$ cat src/rtl/inst_fetch_if.sv
// Fetch-stage bundle: PC-register stream, instruction-bus handshake and IF/ID buffer port.
// master = fetch stage, slave = its surroundings (PC register, bus, decode).
interface inst_fetch_if #(
    parameter int ADDR_W = 32,
    parameter int DATA_W = 32
);
    logic [ADDR_W-1:0] pc;
    logic              ce;
    logic              flush;
    logic              pc_stall;

    logic              inst_req;
    logic [ADDR_W-1:0] inst_addr;
    logic              inst_addr_ok;
    logic              inst_data_ok;
    logic [DATA_W-1:0] inst_rdata;

    logic              id_valid;
    logic [ADDR_W-1:0] id_pc;
    logic [DATA_W-1:0] id_inst;
    logic              id_excp_adel;
    logic              id_ready;

    modport master (
        input  pc, ce, flush, inst_addr_ok, inst_data_ok, inst_rdata, id_ready,
        output pc_stall, inst_req, inst_addr, id_valid, id_pc, id_inst, id_excp_adel
    );

    modport slave (
        output pc, ce, flush, inst_addr_ok, inst_data_ok, inst_rdata, id_ready,
        input  pc_stall, inst_req, inst_addr, id_valid, id_pc, id_inst, id_excp_adel
    );
endinterface

$ cat src/rtl/inst_fetch.sv
// Instruction-fetch stage: one bus read per accepted PC, one-entry IF/ID buffer plus skid,
// flushes absorbed without breaking the request/data handshake.
module inst_fetch #(
    parameter int                ADDR_W   = 32,
    parameter int                DATA_W   = 32,
    parameter logic [DATA_W-1:0] NOP_INST = '0
) (
    input  logic          clk,
    input  logic          rst,
    inst_fetch_if.master  fif
);

    typedef enum logic [2:0] {
        S_IDLE,
        S_REQ,
        S_REQ_KILL,
        S_WAIT,
        S_DROP,
        S_HOLD
    } state_e;

    typedef struct packed {
        logic [ADDR_W-1:0] pc;
        logic [DATA_W-1:0] inst;
        logic              excp;
    } entry_t;

    state_e            state_q, state_d;
    logic              inst_req_q, inst_req_d;
    logic [ADDR_W-1:0] inst_addr_q, inst_addr_d;
    logic [ADDR_W-1:0] req_pc_q, req_pc_d;
    logic              id_valid_q, id_valid_d;
    entry_t            buf_q, buf_d;
    entry_t            skid_q, skid_d;

    logic              buf_free;
    logic              wr_en;
    entry_t            wr_entry;

    always_comb begin
        // NOTE: every signal assigned here gets a default first so no path leaves it unassigned (no latch).
        state_d     = state_q;
        inst_req_d  = inst_req_q;
        inst_addr_d = inst_addr_q;
        req_pc_d    = req_pc_q;
        skid_d      = skid_q;
        buf_d       = buf_q;
        id_valid_d  = id_valid_q;
        buf_free    = !id_valid_q || fif.id_ready;
        wr_en       = 1'b0;
        wr_entry    = '{pc: req_pc_q, inst: fif.inst_rdata, excp: 1'b0};

        case (state_q)
            S_IDLE: begin
                if (fif.ce && !fif.flush) begin
                    req_pc_d = fif.pc;
                    if (fif.pc[1:0] == 2'b00) begin
                        inst_req_d  = 1'b1;
                        inst_addr_d = fif.pc;
                        state_d     = S_REQ;
                    end else begin
                        // Misaligned PC never reaches the bus; decode sees a NOP tagged with the exception.
                        wr_entry = '{pc: fif.pc, inst: NOP_INST, excp: 1'b1};
                        if (buf_free) begin
                            wr_en = 1'b1;
                        end else begin
                            skid_d  = wr_entry;
                            state_d = S_HOLD;
                        end
                    end
                end
            end
            S_REQ: begin
                if (fif.inst_addr_ok) begin
                    inst_req_d = 1'b0;
                    state_d    = fif.flush ? S_DROP : S_WAIT;
                end else if (fif.flush) begin
                    state_d = S_REQ_KILL;
                end
            end
            S_REQ_KILL: begin
                if (fif.inst_addr_ok) begin
                    inst_req_d = 1'b0;
                    state_d    = S_DROP;
                end
            end
            S_WAIT: begin
                if (fif.flush) begin
                    state_d = fif.inst_data_ok ? S_IDLE : S_DROP;
                end else if (fif.inst_data_ok) begin
                    if (buf_free) begin
                        wr_en   = 1'b1;
                        state_d = S_IDLE;
                    end else begin
                        skid_d  = wr_entry;
                        state_d = S_HOLD;
                    end
                end
            end
            S_DROP: begin
                if (fif.inst_data_ok) state_d = S_IDLE;
            end
            S_HOLD: begin
                if (fif.flush) begin
                    state_d = S_IDLE;
                end else if (buf_free) begin
                    wr_entry = skid_q;
                    wr_en    = 1'b1;
                    state_d  = S_IDLE;
                end
            end
            default: state_d = S_IDLE;
        endcase

        // Flush beats a write, a write beats a drain.
        if (fif.flush) begin
            id_valid_d = 1'b0;
        end else if (wr_en) begin
            id_valid_d = 1'b1;
            buf_d      = wr_entry;
        end else if (fif.id_ready) begin
            id_valid_d = 1'b0;
        end
    end

    always_ff @(posedge clk or negedge rst) begin
        if (!rst) begin
            state_q     <= S_IDLE;
            inst_req_q  <= 1'b0;
            inst_addr_q <= '0;
            req_pc_q    <= '0;
            id_valid_q  <= 1'b0;
            buf_q       <= '0;
            skid_q      <= '0;
        end else begin
            // NOTE: non-blocking assignments so every flop samples the pre-edge value of the others.
            state_q     <= state_d;
            inst_req_q  <= inst_req_d;
            inst_addr_q <= inst_addr_d;
            req_pc_q    <= req_pc_d;
            id_valid_q  <= id_valid_d;
            buf_q       <= buf_d;
            skid_q      <= skid_d;
        end
    end

    assign fif.pc_stall     = fif.ce && !fif.flush && (state_q != S_IDLE);
    assign fif.inst_req     = inst_req_q;
    assign fif.inst_addr    = inst_addr_q;
    assign fif.id_valid     = id_valid_q;
    assign fif.id_pc        = buf_q.pc;
    assign fif.id_inst      = buf_q.inst;
    assign fif.id_excp_adel = buf_q.excp;

endmodule

$ cat src/flat_wrapper.sv
// flat-port wrapper written by rule: the top's interface ports become plain ports
module inst_fetch_flat 
#(
    parameter int                ADDR_W   = 32,
    parameter int                DATA_W   = 32,
    parameter logic [DATA_W-1:0] NOP_INST = '0
)
  (clk, rst, fif_pc, fif_ce, fif_flush, fif_inst_addr_ok, fif_inst_data_ok, fif_inst_rdata, fif_id_ready, fif_pc_stall, fif_inst_req, fif_inst_addr, fif_id_valid, fif_id_pc, fif_id_inst, fif_id_excp_adel);
  inst_fetch_if #(.ADDR_W(ADDR_W), .DATA_W(DATA_W)) fif_i ();
  input  logic clk;
  input  logic rst;
  input wire logic [$bits(fif_i.pc)-1:0] fif_pc;
  input wire logic [$bits(fif_i.ce)-1:0] fif_ce;
  input wire logic [$bits(fif_i.flush)-1:0] fif_flush;
  input wire logic [$bits(fif_i.inst_addr_ok)-1:0] fif_inst_addr_ok;
  input wire logic [$bits(fif_i.inst_data_ok)-1:0] fif_inst_data_ok;
  input wire logic [$bits(fif_i.inst_rdata)-1:0] fif_inst_rdata;
  input wire logic [$bits(fif_i.id_ready)-1:0] fif_id_ready;
  output wire logic [$bits(fif_i.pc_stall)-1:0] fif_pc_stall;
  output wire logic [$bits(fif_i.inst_req)-1:0] fif_inst_req;
  output wire logic [$bits(fif_i.inst_addr)-1:0] fif_inst_addr;
  output wire logic [$bits(fif_i.id_valid)-1:0] fif_id_valid;
  output wire logic [$bits(fif_i.id_pc)-1:0] fif_id_pc;
  output wire logic [$bits(fif_i.id_inst)-1:0] fif_id_inst;
  output wire logic [$bits(fif_i.id_excp_adel)-1:0] fif_id_excp_adel;
  assign fif_i.pc = fif_pc;
  assign fif_i.ce = fif_ce;
  assign fif_i.flush = fif_flush;
  assign fif_i.inst_addr_ok = fif_inst_addr_ok;
  assign fif_i.inst_data_ok = fif_inst_data_ok;
  assign fif_i.inst_rdata = fif_inst_rdata;
  assign fif_i.id_ready = fif_id_ready;
  assign fif_pc_stall = fif_i.pc_stall;
  assign fif_inst_req = fif_i.inst_req;
  assign fif_inst_addr = fif_i.inst_addr;
  assign fif_id_valid = fif_i.id_valid;
  assign fif_id_pc = fif_i.id_pc;
  assign fif_id_inst = fif_i.id_inst;
  assign fif_id_excp_adel = fif_i.id_excp_adel;
  inst_fetch #(.ADDR_W(ADDR_W), .DATA_W(DATA_W), .NOP_INST(NOP_INST)) u_core (.clk(clk), .rst(rst), .fif(fif_i));
endmodule
$ cat config.mk
export PLATFORM = sky130hd
export DESIGN_NAME = inst_fetch_flat
export DESIGN_NICKNAME = d
export VERILOG_FILES = /design/src/rtl/inst_fetch_if.sv /design/src/rtl/inst_fetch.sv /design/src/flat_wrapper.sv
export SDC_FILE = /design/constraint.sdc
export NUM_CORES = 1
export LEC_CHECK = 0
export BUFFER_PORTS_ARGS = -buffer_cell sky130_fd_sc_hd__buf_2
export CELL_PAD_IN_SITES_DETAIL_PLACEMENT = 0
export CELL_PAD_IN_SITES_GLOBAL_PLACEMENT = 1
export CORE_MARGIN = 3
export CORE_UTILIZATION = 45
export CTS_CLUSTER_SIZE = 40
export DETAILED_ROUTE_END_ITERATION = 12
export PLACE_DENSITY = 0.8
export SLEW_MARGIN = 10
export SYNTH_ARGS = -nofsm -noshare
export SYNTH_HDL_FRONTEND = slang
export SYNTH_SLANG_ARGS = --single-unit
export TNS_END_PERCENT = 50
$ cat constraint.sdc
create_clock -name clk -period 6.1 [get_ports clk]
set_clock_uncertainty 0.15 [all_clocks]
set_input_delay 1.83 -clock clk [delete_from_list [all_inputs] [get_ports clk]]
set_output_delay 1.83 -clock clk [all_outputs]
set_load 0.005 [all_outputs]
==> results of run 1 <==
-- cell type report --
cell class	count	area [um^2]
fillers	1860	9424
multi-input cells	547	3963
flip-flops and latches	199	4980
well taps	270	337.8
inverters	5	18.77
repair buffers	183	969.7
clock buffers	22	464.2
clock inverters	10	142.6
-- registers in the layout (all words and copies together) (netlist names) --
register / flops
u_core.fif.inst_addr: 32
u_core.fif.id_inst: 32
u_core.state_q: 3
u_core.skid_q: 65
u_core.fif.id_valid: 1
u_core.fif.id_excp_adel: 1
u_core.fif.inst_req: 1
u_core.fif.id_pc: 32
u_core.req_pc_q: 32
-- synthesized netlist by cell type (2+ instances only) --
library cell	number	area share
dfrtp_1	199	0.53
nand2_1	101	0.041
a21oi_1	71	0.038
mux2_2	67	0.081
a31oi_1	65	0.044
o21ai_0	65	0.035
buf_2	39	0.021
a22o_1	33	0.031
mux2i_1	32	0.034
a2bb2oi_1	29	0.027
mux2_4	27	0.044
clkbuf_1	22	0.0089
buf_6	10	0.012
nor2_1	7	0.0028
inv_1	5	0.0020
and2_1	4	0.0027
nand2b_1	4	0.0027
a22oi_1	3	0.0024
and3_1	3	0.0020
buf_4	3	0.0024
a211oi_1	2	0.0016
nand3_1	2	0.0011
nand3b_1	2	0.0016
nor2b_1	2	0.0013
nor3b_1	2	0.0016
o221ai_1	2	0.0019
or2_1	2	0.0013
or3_1	2	0.0013
-- layer usage --
layer | share of wire | track usage
met2 | 0.47 | 0.3287
met1 | 0.47 | 0.3022
met5 | 0 | 0
met3 | 0.051 | 0.04785
met4 | 0.013 | 0.05352
-- where the power goes --
part / internal, mW / switching [mW] / leakage [nW] / total (mW)
sequential: 1.91 / 0.374 / 2.44 / 2.29
combinational: 1.02 / 1.06 / 2.45 / 2.09
clock: 0.671 / 0.498 / 0.295 / 1.17
-- kinds of logic after synthesis --
kind of cell | after synthesis | share of synthesized area
AOI/OAI and AO/OA | 277 | 0.1876
DFF | 199 | 0.5344
and+or+nand+nor | 143 | 0.07196
muxes | 126 | 0.1588
buffers and inverters | 79 | 0.04632
xor gates and xnor gates | 1 | 0.0009400
-- worst min path at each step --
| stage | from | endpoint | slack [ps] | cells after the start |
|---|---|---|---|---|
| floorplan | u_core.req_pc_q[0] | u_core.req_pc_q[0] | 310 | 2 |
| global placement | u_core.fif.inst_addr[0] | u_core.fif.inst_addr[0] | 320 | 1 |
| detailed placement | u_core.fif.inst_addr[1] | u_core.fif.inst_addr[1] | 330 | 1 |
| CTS | u_core.fif.inst_addr[1] | u_core.fif.inst_addr[1] | 340 | 1 |
| global route | u_core.fif.inst_addr[1] | u_core.fif.inst_addr[1] | 360 | 1 |
| finish | u_core.fif.inst_addr[1] | u_core.fif.inst_addr[1] | 340 | 1 |
-- per-stage QoR --
| step | util | cells | worst slack (ps) | power [mW] | hold slack, ps |
|---|---|---|---|---|---|
| floorplan | - | 825 | 1791 | 3.661 | 315.0 |
| global placement | 0.5059 | 1204 | 1569 | 4.355 | 316.8 |
| detailed placement | 0.5059 | 1204 | 1566 | 4.401 | 325.6 |
| CTS | 0.5358 | 1236 | 1560 | 5.591 | 341.9 |
| global route | 0.5358 | 1236 | 1469 | 5.937 | 363.6 |
| finish | 0.5358 | 1236 | 1562 | 5.543 | 341.1 |
==> reports/qor.csv, run 1 <==
stage,metric,value,unit
sta,rsz0062_at_grt,no,
setup_path,worstSetupEndpointType,primary output,
yosys,synth_nets,896,
setup_path,reg2regPathDepth,5,
cells_and_area,layout_commonest_cell,dfrtp_1,
die,core-area,20300,um^2
place,port_buffers,170,
die,initial_core_util,0.4591,
power_and_ir_drop,p_per_area,509.7,nW/um^2
clocking,htreeDepth,4,
grt,grt_first_pass_wirelength,37.62,mm
yosys,ys_warn_count,0,
sta,max_slew_margin,0.2459,
place,globalplace.congestion,0.7759,
grt,grt.total_usage,0.2116,
yosys,syn_avg_cell_area,11.30,um^2
drt,first_iter_violations,437,
yosys,synthCells,825,
sta,fin_tns_setup,0,ps
status,outcome,"complete, no violations",
place,place_area,10270,um^2
sta,hold_viol_final,0,
setup_path,path_cells,buf_2 -> nand2b_1 -> nor2_1 -> buf_2,
cells_and_area,nets,1024,
clocking,path_clk_slew,70,ps
drt,drt_pre_antenna_iters,5,
grt,grt_pass1_vias,6813,
die,pin_count,171,
sta,finalSetupViolCount,0,
cells_and_area,final_design_area_no_fill,10880,um^2
hold_path,min_path_type,reg2reg,
power_and_ir_drop,peakVddDrop,0.2383,mV
cells_and_area,drive_gt1_frac,0.3313,
setup_path,r2r_setup_slack,3110,ps
cells_and_area,diodes,0,
clocking,cts_tree,done,
drt,drc_errors,0,
grt,overflow,0,
die,fp.dieH,149.9,um
yosys,async_reset_ff_frac,1.000,
die,die_x,149.9,um
setup_path,path_common_cell,buf_2,
drt,ant_nets,0,
setup_path,crit_start,fif_flush,
drt,routedWlPerCell,19.13,um
setup_path,arrival,2560,ps
grt,antenna_found_initial,0,
setup_path,critical_path_buf_inv_count,2,
yosys,ys.flop_type,dfrtp_1,
setup_path,r2r_end,u_core.fif.inst_addr[12],
yosys,syn-cell-area,9319,um^2
setup_path,slowest_delay,300,ps
clocking,cts-root-buf,clkbuf_16,
yosys,synth_edf_count,0,
setup_path,crit_fanout,9,
yosys,yosysUniqueCellTypes,48,
sta,drv_slew,0,
drt,drt-total-wl,23.65,mm
drt,vias,6988,
clocking,clk_latency,440,ps
sta,period_needed,4538,ps
clocking,clock-sinks,199,
clocking,cts_setup_buffers,0,
yosys,yosys_register_bits,199,
cells_and_area,syn_to_final_growth,16.70,%
setup_path,endpoint,fif_pc_stall,
setup_path,cp.depth,4,
cells_and_area,final_cell_mix,"199 x dfrtp_1, 169 x buf_2, 101 x nand2_1",
flow_run,drv_cap,0,
setup_path,path_delay_family,buffers and inverters,
grt,grt_max_degree,111,
setup_path,r2r-start,u_core.state_q[2],
setup_path,cp.required,4120,ps
setup_path,crit_path_top_delay_cell,nand2b_1,
sta,worstMarginPinSlew,1128,ps
sta,fmax,220.4,MHz
setup_path,critPathLaunchType,input pin,
die,die_area,22470,um^2
yosys,yosysSeqAreaShare,0.5344,
setup_path,crit_type,in2out,
clocking,numCtsBuffers,17,
sta,period_share,0.7440,
drt,via_per_inst,5.654,
clocking,ctsResizeCount,0,
place,dp_hpwl,13.71,mm
die,rows,52,
clocking,clockBufferDepth,2,
clocking,hold_buffers,0,
power_and_ir_drop,p_leak,5.180,nW
No activity file was read; power rests on OpenSTA's default activity.
==> run 2: changes to the inputs <==
Settings changed: CORE_UTILIZATION 45 to 40, PLACE_DENSITY 0.8 to 0.76.
Clock period 6.1 ns to 4 ns, I/O delays scaled along.
==> run 2 against run 1 <==
Effect of this change: combinational power up 57%; critical path depth unchanged; non-clock buffer count up 6; clock power up 58%; sequential share of layout area down 0.57 points; sequential power up 51%; die area up 12%; setup slack worse by 910 ps; global-route usage down 1.1 points; first-iteration DRC count down 9.2%; register-to-register slack worse by 1700 ps.
==> reports/qor.csv, run 2 (synthesis gave the netlist of run 1 again) <==
stage,metric,value,unit
status,outcome,"complete, no violations",
cells_and_area,final_cell_mix,"199 x dfrtp_1, 169 x buf_2, 101 x nand2_1",
setup_path,crit_fanout,9,
die,rows,55,
setup_path,slowest_delay,270,ps
drt,drc_errors,0,
cells_and_area,drive_gt1_frac,0.3357,
sta,fmax,298.7,MHz
power_and_ir_drop,swShare,0.3517,
grt,grt_first_pass_wirelength,39.85,mm
die,core-area,22780,um^2
cells_and_area,syn_to_final_growth,18.17,%
setup_path,arrival,2000,ps
drt,first_iter_violations,397,
clocking,clockBufferDepth,2,
setup_path,path_common_cell,buf_2,
setup_path,path_delay_family,simple AND/OR/NAND/NOR gates,
clocking,cts-root-buf,clkbuf_16,
drt,routedWlPerCell,19.56,um
place,globalplace.congestion,0.8343,
clocking,ctsResizeCount,0,
drt,drt_pre_antenna_iters,5,
die,pin_count,171,
sta,finalSetupViolCount,0,
place,port_buffers,170,
place,dpl_worst_slack,646.2,ps
grt,antenna_found_initial,2,
cells_and_area,final_cells,1285,
clocking,hold_buffers,0,
setup_path,crit_path_top_delay_cell,nand2b_1,
die,initial_core_util,0.4091,
power_and_ir_drop,combPwrFrac,0.382,
die,fp.dieH,158.6,um
cells_and_area,layout_commonest_cell,dfrtp_1,
drt,vias,7072,
sta,rsz0062_at_grt,no,
clocking,htreeDepth,4,
power_and_ir_drop,seq_power_share,0.403,
sta,drv_slew,0,
grt,overflow,0,
setup_path,path_cells,buf_2 -> nand2b_1 -> nor2_1 -> buf_2,
power_and_ir_drop,power.internal,5.571,mW
setup_path,cp.required,2650,ps
sta,hold_viol_final,0,
clocking,cts_tree,done,
power_and_ir_drop,p_leak,5.231,nW
setup_path,crit_type,in2out,
cells_and_area,fin_util,0.4834,
clocking,path_clk_slew,70,ps
sta,fin_tns_setup,0,ps
grt,grt.total_usage,0.2011,
drt,ant_nets,0,
drt,drt-total-wl,25.13,mm
sta,period_needed,3347,ps
power_and_ir_drop,clkPwrFrac,0.216,
die,die_x,158.6,um
power_and_ir_drop,p_per_area,780.4,nW/um^2
power_and_ir_drop,power.total,8.594,mW
place,dp_hpwl,14.88,mm
cells_and_area,nets,1030,
clocking,numCtsBuffers,17,
setup_path,worstSetupEndpointType,primary output,
place,place_inst,1253,
clocking,clk_latency,430,ps
grt,grt_max_degree,72,
die,die_area,25170,um^2
cells_and_area,largest_reg_flops,65,
grt,grt_pass1_vias,7165,
sta,max_slew_margin,0.4157,
sta,layout_setup_ws,652.7,ps
power_and_ir_drop,p_switching,3.022,mW
flow_run,drv_cap,0,
clocking,cts_setup_buffers,0,
setup_path,r2r_setup_slack,1370,ps
setup_path,critPathLaunchType,input pin,
sta,period_share,0.8368,
power_and_ir_drop,peakVddDrop,0.2804,mV
setup_path,critical_path_buf_inv_count,2,
hold_path,min_path_type,reg2reg,
clocking,clock-sinks,199,
cells_and_area,regMostFlops,u_core.skid_q,
drt,via_per_inst,5.504,
sta,worstMarginPinSlew,876.4,ps
[run 2: layout make-up]
| type | instances | area [um^2] |
|---|---|---|
| multi-input cells | 547 | 3963 |
| flip-flops and latches | 199 | 4980 |
| inverters | 5 | 18.77 |
| diodes | 1 | 2.502 |
| clock inverters | 11 | 170.2 |
| clock buffers | 20 | 446.7 |
| repair buffers | 189 | 1040 |
| fillers | 2091 | 11770 |
| well taps | 313 | 391.6 |
[run 2: per-layer routing]
layer,routed length (um),track usage
met4,324,0.05571
met1,11580,0.2712
met2,12210,0.3338
met3,1005,0.03724
met5,13,0
[run 2: metrics by stage]
step | hold slack [ps] | area (um^2)
4_1_cts | 338.3 | 11010
3_3_place_gp | 316.2 | 10390
2_1_floorplan | 315.0 | 9319
5_1_grt | 356.5 | 11010
6_report | 337.9 | 11010
3_5_place_dp | 316.8 | 10390
[run 2: power by group through the flow]
stage,registers [mW],logic [mW],clock network [mW]
after global placement,3.47,3.27,0
final,3.46,3.28,1.85
after detailed placement,3.48,3.33,0
after floorplan,3.42,2.17,0
after CTS,3.46,3.33,1.89
after global routing,3.57,3.65,1.96
[run 2: worst paths after layout]
path	from	endpoint	cells after the start
worst max-delay path	fif_flush	fif_pc_stall	4
worst min-delay path	u_core.fif.inst_addr[0]	u_core.fif.inst_addr[0]	1
worst max register to register	u_core.state_q[1]	u_core.fif.id_pc[0]	5
worst min register to register	u_core.fif.inst_addr[0]	u_core.fif.inst_addr[0]	1
max in group asynchronous	rst	u_core.skid_q[36]	2
min in group asynchronous	rst	u_core.fif.inst_addr[1]	1
==> run 3: changes to the inputs <==
Clock period 4 ns to 2.9 ns, I/O delays scaled along.
==> run 3 against run 2 <==
Effect of this change: die area unchanged; wire length shrank 1.4%; clock power up 28%; clock-buffer cell count is 2 higher; sequential share of layout area decreased by 0.69 points; first-iteration DRC count decreased by 26%; register-to-register slack got worse by 890 ps; critical path type unchanged; largest cell class unchanged; highest routed layer unchanged.
==> reports/qor.csv, run 3 (synthesis gave the netlist of run 1 again) <==
stage,metric,value,unit
setup_path,path_common_cell,buf_2,
place,port_buffers,170,
die,fp.dieH,158.6,um
drt,ant_nets,0,
cells_and_area,nets,1043,
grt,grt_first_pass_wirelength,38.87,mm
die,core-area,22780,um^2
sta,period_share,0.9019,
power_and_ir_drop,p_leak,5.307,nW
cells_and_area,layout_commonest_cell,dfrtp_1,
sta,drv_slew,0,
setup_path,crit_type,in2out,
die,initial_core_util,0.4091,
drt,vias,7039,
sta,fin_tns_setup,0,ps
setup_path,critical_path_buf_inv_count,2,
grt,antenna_found_initial,1,
setup_path,r2r_end,u_core.fif.id_pc[0],
cells_and_area,final_cell_mix,"199 x dfrtp_1, 169 x buf_2, 101 x nand2_1",
clocking,clk_latency,420,ps
cells_and_area,regMostFlops,u_core.skid_q,
clocking,ctsResizeCount,0,
cells_and_area,diodes,0,
sta,fmax,382.3,MHz
clocking,numCtsBuffers,17,
setup_path,r2r-start,u_core.state_q[0],
sta,max_slew_margin,0.5965,
cells_and_area,fillers,2116,
drt,drt_pre_antenna_iters,4,
setup_path,arrival,1600,ps
grt,grt_pass1_vias,7065,
cells_and_area,syn_to_final_growth,19.99,%
drt,via_per_inst,5.427,
grt,grt_max_degree,76,
die,die_x,158.6,um
grt,overflow,0,
clocking,htreeDepth,4,
drt,first_iter_violations,295,
clocking,hold_buffers,0,
drt,drc_errors,0,
sta,rsz0062_at_grt,no,
clocking,cts-root-buf,clkbuf_16,
setup_path,crit_path_top_delay_cell,nand2b_1,
drt,routedWlPerCell,19.10,um
drt,drt-total-wl,24.77,mm
setup_path,r2r_setup_slack,480,ps
cells_and_area,largest_reg_flops,65,
place,dp_hpwl,15.20,mm
setup_path,cp.required,1880,ps
die,die_area,25170,um^2
clocking,cts_tree,done,
grt,grt.total_usage,0.1969,
setup_path,crit_fanout,9,
cells_and_area,drive_gt1_frac,0.3435,
clocking,cts_setup_buffers,0,
clocking,clockBufferDepth,2,
setup_path,worstSetupEndpointType,primary output,
power_and_ir_drop,peakVddDrop,0.4668,mV
setup_path,slowest_delay,300,ps
setup_path,reg2regPathDepth,5,
sta,finalSetupViolCount,0,
place,globalplace.congestion,0.7753,
status,outcome,"complete, no violations",
setup_path,critPathLaunchType,input pin,
die,rows,55,
hold_path,min_path_type,in2async,
flow_run,drv_cap,0,
setup_path,path_delay_family,simple AND/OR/NAND/NOR gates,
setup_path,path_cells,buf_2 -> nand2b_1 -> nor2_1 -> buf_2,
power_and_ir_drop,power.total,11.79,mW
sta,worstMarginPinSlew,605.2,ps
clocking,clock-sinks,199,
sta,hold_viol_final,0,
sta,period_needed,2616,ps
die,pin_count,171,
clocking,path_clk_slew,70,ps
power_and_ir_drop,p_per_area,1054,nW/um^2
## run 3: changes by cell type in the layout (fill, tap and decap cells not counted)
cell | before | now
buf_12 | 3 | 12
buf_4 | 16 | 20
bufinv_16 | 4 | 2
clkinv_2 | 3 | 1
clkinvlp_4 | 0 | 2
clkbuf_1 | 2 | 3
clkbuf_8 | 2 | 3
diode_2 | 1 | 0
## run 3: per-layer routing
layer,track usage,wire length (um),up-vias
li1,-,-,3316
met1,0.2669,11350,3528
met2,0.3251,11960,172
met3,0.04376,1156,21
met4,0.04424,291,2
met5,0,7,-
## run 3: worst reg2reg max path, cell delays in order, from the launching register on
cell and delay, ps:
dfrtp_1 490, buf_4 230, nor2_1 270, a311o_2 270, and2_4 500, mux2_2 400
## run 3: cell type report
type                            count  area, um^2  area share
Timing Repair Buffer              202        1250      0.1118
Inverter                            5       18.77    0.001678
Clock buffer                       22       464.2     0.04151
Clock inverter                      9       115.1     0.01029
Tap cell                          313       391.6     0.03502
Multi-Input combinational cell    547        3963      0.3544
Sequential cell                   199        4980      0.4453
## run 3: power by group
group | internal [mW] | switching, mW
sequential | 4.03 | 0.778
clock | 1.32 | 1.04
combinational | 2.30 | 2.31
total | 7.65 | 4.13
## run 3: per-stage QoR
step,hold WS (ps),setup WS (ps),area (um^2),std cells,utilization
floorplan,315.0,472.3,9319,825,-
global placement,314.1,187.3,10600,1266,0.4655
detailed placement,319.1,159.8,10600,1266,0.4655
CTS,170.4,276.5,11180,1297,0.4909
global route,174.1,223.9,11180,1297,0.4909
finish,183.0,284.4,11180,1297,0.4909
## run 3: worst max-delay path by stage
stage,from,end,slack [ps],cells past startpoint
6_report,fif_flush,fif_pc_stall,280,4
5_1_grt,fif_flush,fif_pc_stall,220,4
4_1_cts,fif_flush,fif_pc_stall,280,4
3_5_place_dp,fif_id_ready,u_core.skid_q[54],160,7
3_3_place_gp,fif_id_ready,u_core.skid_q[38],190,7
2_1_floorplan,fif_flush,u_core.skid_q[33],470,6
